--- src/rtl/act_skew_feeder.sv ---
// Activation skew feeder: buffers activation vectors in a small FIFO and
// injects them into the left edge of the MAC array, delaying row r by r
// cycles so activations meet the weights on the diagonal.
module act_skew_feeder #(
    parameter int A_BITWIDTH = 16,
    parameter int ROWS       = 4,
    parameter int FIFO_DEPTH = 8,
    parameter int LEN_W      = 8
) (
    input  logic                       clk,
    input  logic                       rst,
    input  logic [ROWS*A_BITWIDTH-1:0] vec_in,
    input  logic                       vec_valid,
    output logic                       vec_ready,
    input  logic                       start,
    input  logic [LEN_W-1:0]           num_vec,
    output logic [ROWS*A_BITWIDTH-1:0] A_out,
    output logic [ROWS-1:0]            A_en,
    output logic                       busy,
    output logic                       done
);

    localparam int VW = ROWS * A_BITWIDTH;
    localparam int PW = (FIFO_DEPTH > 1) ? $clog2(FIFO_DEPTH) : 1;
    localparam int CW = PW + 1;
    localparam int DW = (ROWS > 1) ? $clog2(ROWS) : 1;
    localparam int SW = A_BITWIDTH + 1;   // one skew stage: {en, data}

    typedef enum logic [1:0] {IDLE, STREAM, DRAIN, DONE} state_t;

    logic [VW-1:0]    mem [FIFO_DEPTH];
    logic [PW-1:0]    wr_ptr;
    logic [PW-1:0]    rd_ptr;
    logic [CW-1:0]    count;
    logic             full;
    logic             empty;
    logic             push;
    logic             pop;
    logic [VW-1:0]    pop_data;

    state_t           state;
    logic [LEN_W-1:0] remaining;
    logic [DW-1:0]    drain_cnt;

    assign full      = (count == CW'(FIFO_DEPTH));
    assign empty     = (count == '0);
    // Ready comes from the registered count only, and is held low in reset.
    assign vec_ready = rst & ~full;
    assign push      = vec_valid & vec_ready;
    assign pop       = (state == STREAM) & ~empty;
    // Read is combinational so a popped vector enters stage 0 on the same edge.
    assign pop_data  = mem[rd_ptr];

    // FIFO storage write port; contents need no reset since count gates reads.
    always_ff @(posedge clk) begin
        if (push) begin
            mem[wr_ptr] <= vec_in;
        end
    end

    // FIFO pointers and occupancy; power-of-two depth makes pointers wrap naturally.
    always_ff @(posedge clk or negedge rst) begin
        if (!rst) begin
            wr_ptr <= '0;
            rd_ptr <= '0;
            count  <= '0;
        end else begin
            if (push) wr_ptr <= wr_ptr + 1'b1;
            if (pop)  rd_ptr <= rd_ptr + 1'b1;
            case ({push, pop})
                2'b10:   count <= count + 1'b1;
                2'b01:   count <= count - 1'b1;
                default: count <= count;
            endcase
        end
    end

    // Command sequencer with registered busy/done.
    always_ff @(posedge clk or negedge rst) begin
        if (!rst) begin
            state     <= IDLE;
            remaining <= '0;
            drain_cnt <= '0;
            busy      <= 1'b0;
            done      <= 1'b0;
        end else begin
            done <= 1'b0;
            case (state)
                IDLE: begin
                    if (start) begin
                        if (num_vec != '0) begin
                            remaining <= num_vec;
                            state     <= STREAM;
                            busy      <= 1'b1;
                        end else begin
                            state <= DONE;
                            done  <= 1'b1;
                        end
                    end
                end
                STREAM: begin
                    if (pop) begin
                        remaining <= remaining - 1'b1;
                        if (remaining == LEN_W'(1)) begin
                            if (ROWS == 1) begin
                                state <= DONE;
                                busy  <= 1'b0;
                                done  <= 1'b1;
                            end else begin
                                state     <= DRAIN;
                                drain_cnt <= DW'(ROWS - 1);
                            end
                        end
                    end
                end
                DRAIN: begin
                    // Leave when the count reaches zero so DONE lines up with
                    // the last element arriving on the bottom row.
                    drain_cnt <= drain_cnt - 1'b1;
                    if (drain_cnt == DW'(1)) begin
                        state <= DONE;
                        busy  <= 1'b0;
                        done  <= 1'b1;
                    end
                end
                default: begin
                    state <= IDLE;
                end
            endcase
        end
    end

    // Per-row skew: row gi is a (gi+1)-stage shift register of {en, data}.
    genvar gi;
    generate
        for (gi = 0; gi < ROWS; gi++) begin : g_row
            logic [SW-1:0]          stage0;
            logic [(gi+1)*SW-1:0]   sr;

            assign stage0 = pop ? {1'b1, pop_data[gi*A_BITWIDTH +: A_BITWIDTH]} : '0;

            if (gi == 0) begin : g_first
                // Single stage: load the FIFO head or a bubble every cycle.
                always_ff @(posedge clk or negedge rst) begin
                    if (!rst) sr <= '0;
                    else      sr <= stage0;
                end
            end else begin : g_deep
                // Shift toward the output, inserting the new stage at the bottom.
                always_ff @(posedge clk or negedge rst) begin
                    if (!rst) sr <= '0;
                    else      sr <= {sr[gi*SW-1:0], stage0};
                end
            end

            assign A_en[gi]                           = sr[gi*SW + A_BITWIDTH];
            assign A_out[gi*A_BITWIDTH +: A_BITWIDTH] = sr[gi*SW +: A_BITWIDTH];
        end
    endgenerate

endmodule

--- config.mk ---
export PLATFORM = sky130hd
export DESIGN_NAME = act_skew_feeder
export DESIGN_NICKNAME = d
export VERILOG_FILES = /design/src/rtl/act_skew_feeder.sv
export SDC_FILE = /design/constraint.sdc
export NUM_CORES = 1
export LEC_CHECK = 0
export CAP_MARGIN = 20
export CORE_MARGIN = 2
export CORE_UTILIZATION = 59
export DETAILED_ROUTE_END_ITERATION = 8
export PLACE_DENSITY = 0.88
export REMOVE_ABC_BUFFERS = 1
export SKIP_LAST_GASP = 1
export SYNTH_ARGS = -nofsm -noshare
export SYNTH_HDL_FRONTEND = slang
export SYNTH_SLANG_ARGS = --single-unit
--- constraint.sdc ---
create_clock -name clk -period 7.2 [get_ports clk]
set_input_delay 0.72 -clock clk [delete_from_list [all_inputs] [get_ports clk]]
set_output_delay 0.72 -clock clk [all_outputs]
set_load 0.02 [all_outputs]
==> metrics.md <==
| Metric | Value |
|---|---|
| Status | finished clean |
| Peak supply drop | 0.000295 V |
| Net count, final | 1412 |
| Slew Viols, Final | 0 |
| Final-report setup violation count | 0 |
| Fill cells | 2505 |
| Via density | 6.00 |
| ANT nets after route | 0 |
| F_max | 286 MHz |
| Final Skew | 0.0189 ns |
| GP Congestion | 0.781 |
| First-pass GRT wire length | 75600 µm |
| Worst min path class | primary input to async pin |
| Setup TNS Final | 0 ns |
| PD cells | 405 nW/µm² |
| DR vias | 11600 |
| Initial antenna violation count | 7 |
| CP max FO | 67 |
| H-tree lvl count | 3 |
| Area growth, synth to finish | 15.7% |
| Postcts setup bufs | 0 |
| Post-cts gate resize count | 0 |
| RSZ-0062 raised after global routing | no |
| Die height | 212 µm |
| Congestion Overflow GR | 0 |
| Core Box Area | 42800 µm² |
| Cell Area, Synth | 25400 µm² |
| Synth Instances | 1193 |
| Reg2reg end | count[2] |
| DP Wirelength | 25300 µm |
| Number of synthesized flops with an enable pin | 512 |
| CTS max path bufs | 3 |
| Async S/R FF share, synth | 26.9% |
| First DRT Iteration DRCs | 1293 |
| Slew @ Worst Pin | 1.16 ns |
| Fin util | 68.8% |
| Synth Flop Type | edfxtp_1 |
| Worst Path Arrival | 4.00 ns |
| IO buf count | 146 |
| R2r startpoint | state[1] |
| Die X | 212 µm |
| Die area | 44800 µm² |
| Seq cells post-synth | 700 |
| Hold Vio Cnt, Final | 0 |
| Mean area per synthesized cell | 21.3 µm² |
| Worst skew pair latency | 0.59 ns |
| Clock sink count | 700 |
| Final Cycle Share | 48.6% |
| Total length of routed wires | 49400 µm |
| Hold buffers post-CTS | 0 |
| Num rows | 76 |
| CTS root buffer | clkbuf_16 |
| Worst slew margin | 22.8% |
| Maxcap violations | 0 |
| First-pass iteration count of the detailed router | 5 |
| Worst setup SP type | flop |
| Crit path time final | 3.50 ns |
| WL per Instance | 25.6 µm |
| Vias in the first global route | 12200 |
| Drt drc | 0 |
| CTS Buf Count | 68 |
| R2R Setup Slk | 3.70 ns |
| Largest net degree at the start of global routing | 125 |
| Worst Path Required | 7.70 ns |
| Layout cells sized above 1 | 19.2% |
| CTS tree | done |
| # IOs | 147 |
| GRT Total Usage | 23.0% |
| Starting Density | 59.4% |
| Worst Reg-to-Reg Cells | 11 |
| Cell area after layout | 29400 µm² |
| Warnings, synthesis | 0 |
| Crit Path Class | flop to flop |
| Area after DPL | 27200 µm² |
| Critical path origin | state[1] |
| Critical path endpoint category | flop |
| Synth cell types | 55 |
| Leakage power | 10.5 nW |
| Post-synthesis sequential area ratio | 79.0% |
| Clock Pin Slew Worst Setup and Hold Paths | 0.06 ns |
==> routing by layer <==
layer	GRT usage, %	part of all wire, %	vias up
met5	0	0.093	-
met4	8.84	2.6	6
met3	4.51	7.0	87
met2	37.7	51	513
met1	31.3	39	6055
li1	-	-	4910
==> flip-flops by register name (all words and copies together) (netlist names) <==
name	flops
g_row.sr	164
rd_ptr	3
drain_cnt	2
busy	1
done	1
mem	512
remaining	8
count	4
state	2
wr_ptr	3
==> cells by family (layout without fill, tap and decap cells) <==
logic type	Yosys count	in the layout	synth area share, %
compound gates	36	36	1.10
xor+xnor	9	9	0.310
fa+ha+maj	12	12	0.590
buf+inv	108	294	2.50
flops	700	700	79.0
mux	197	197	14.1
other cells	0	5	0
simple gates	131	131	2.46
==> critical path: stages, from the launching register on <==
cell and delay, ns:
dfrtp_1 0.41, inv_1 0.09, ha_1 0.65, nand2b_4 0.66
inv_1 0.39, ha_1 0.32, xor2_1 0.21, ha_1 0.19
a21oi_1 0.05, xor2_1 0.15, nor2_1 0.12, xor2_1 0.16
==> stage by stage <==
| stage | total power, mW | std cells | worst slack, ns | hold slack, ns |
|---|---|---|---|---|
| after floorplan | 7.61 | 1095 | 1.18 | 0.331 |
| after global placement | 8.30 | 1799 | 3.14 | 0.333 |
| after detailed placement | 8.42 | 1799 | 3.08 | 0.335 |
| after CTS | 12.0 | 1924 | 3.63 | 0.230 |
| after global routing | 12.4 | 1928 | 3.38 | 0.249 |
| final | 11.9 | 1930 | 3.70 | 0.176 |
==> worst max path at each step <==
stage	cells past startpoint	to
final	11	count[2]
after CTS	5	mem[2][47]
after detailed placement	5	mem[2][16]
after floorplan	3	mem[0][0]
after global routing	11	count[2]
after global placement	5	mem[2][46]
==> placed cells by master, fill, tap and decap left out, types with 3 or more instances in the layout <==
master / n
edfxtp_1: 512
dfrtp_1: 185
clkdlybuf4s50_1: 145
mux4_2: 128
clkbuf_16: 72
nor2_1: 71
mux2i_1: 65
nand2_1: 14
clkbuf_1: 14
clkinv_1: 12
ha_1: 12
clkinv_2: 11
buf_4: 11
inv_1: 9
o21ai_0: 8
nor2_4: 6
nand2b_1: 6
nand3_1: 6
inv_6: 6
bufinv_16: 6
diode_2: 5
xor2_1: 5
or3_1: 4
xnor2_1: 4
a21oi_1: 4
a31oi_1: 4
nand4_1: 3
dfrtp_4: 3
==> synthesized netlist by cell type, types with 3 or more instances <==
| cell type | count | share of area [%] |
|---|---|---|
| nand2_1 | 14 | 0.21 |
| o21ai_0 | 8 | 0.16 |
| nor3_1 | 4 | 0.079 |
| xnor2_1 | 4 | 0.14 |
| buf_4 | 53 | 1.6 |
| mux4_2 | 128 | 11 |
| nor2_1 | 77 | 1.1 |
| buf_2 | 20 | 0.39 |
| a31oi_1 | 4 | 0.098 |
| a21oi_1 | 4 | 0.079 |
| or3_1 | 4 | 0.098 |
| nand3_1 | 6 | 0.12 |
| clkbuf_1 | 22 | 0.32 |
| ha_1 | 12 | 0.59 |
| inv_1 | 9 | 0.13 |
| xor2_1 | 5 | 0.17 |
| mux2i_1 | 65 | 2.6 |
| dfrtp_1 | 188 | 19 |
| nand4_1 | 3 | 0.074 |
| nand2b_1 | 7 | 0.17 |
| edfxtp_1 | 512 | 60 |
==> area by class of cell <==
type                    instances  area, µm²  share of cell area, %
flip-flops and latches        700      20100                   68.3
multi-input cells             385       4780                   16.2
clock buffers                  88       1880                   6.39
repair buffers                159       1590                   5.40
well taps                     546        683                   2.32
clock inverters                37        362                   1.23
inverters                      10       37.5                  0.128
diodes                          5       12.5                 0.0425
==> where the power goes <==
group / total, mW / leakage [nW] / internal, mW / switching (mW)
combinational: 2.85 / 2.29 / 1.40 / 1.46
clock: 3.55 / 1.10 / 2.08 / 1.47
sequential: 5.52 / 7.11 / 5.06 / 0.458
total: 11.9 / 10.5 / 8.54 / 3.39
Note: power is estimated with default switching activity, not from simulation.
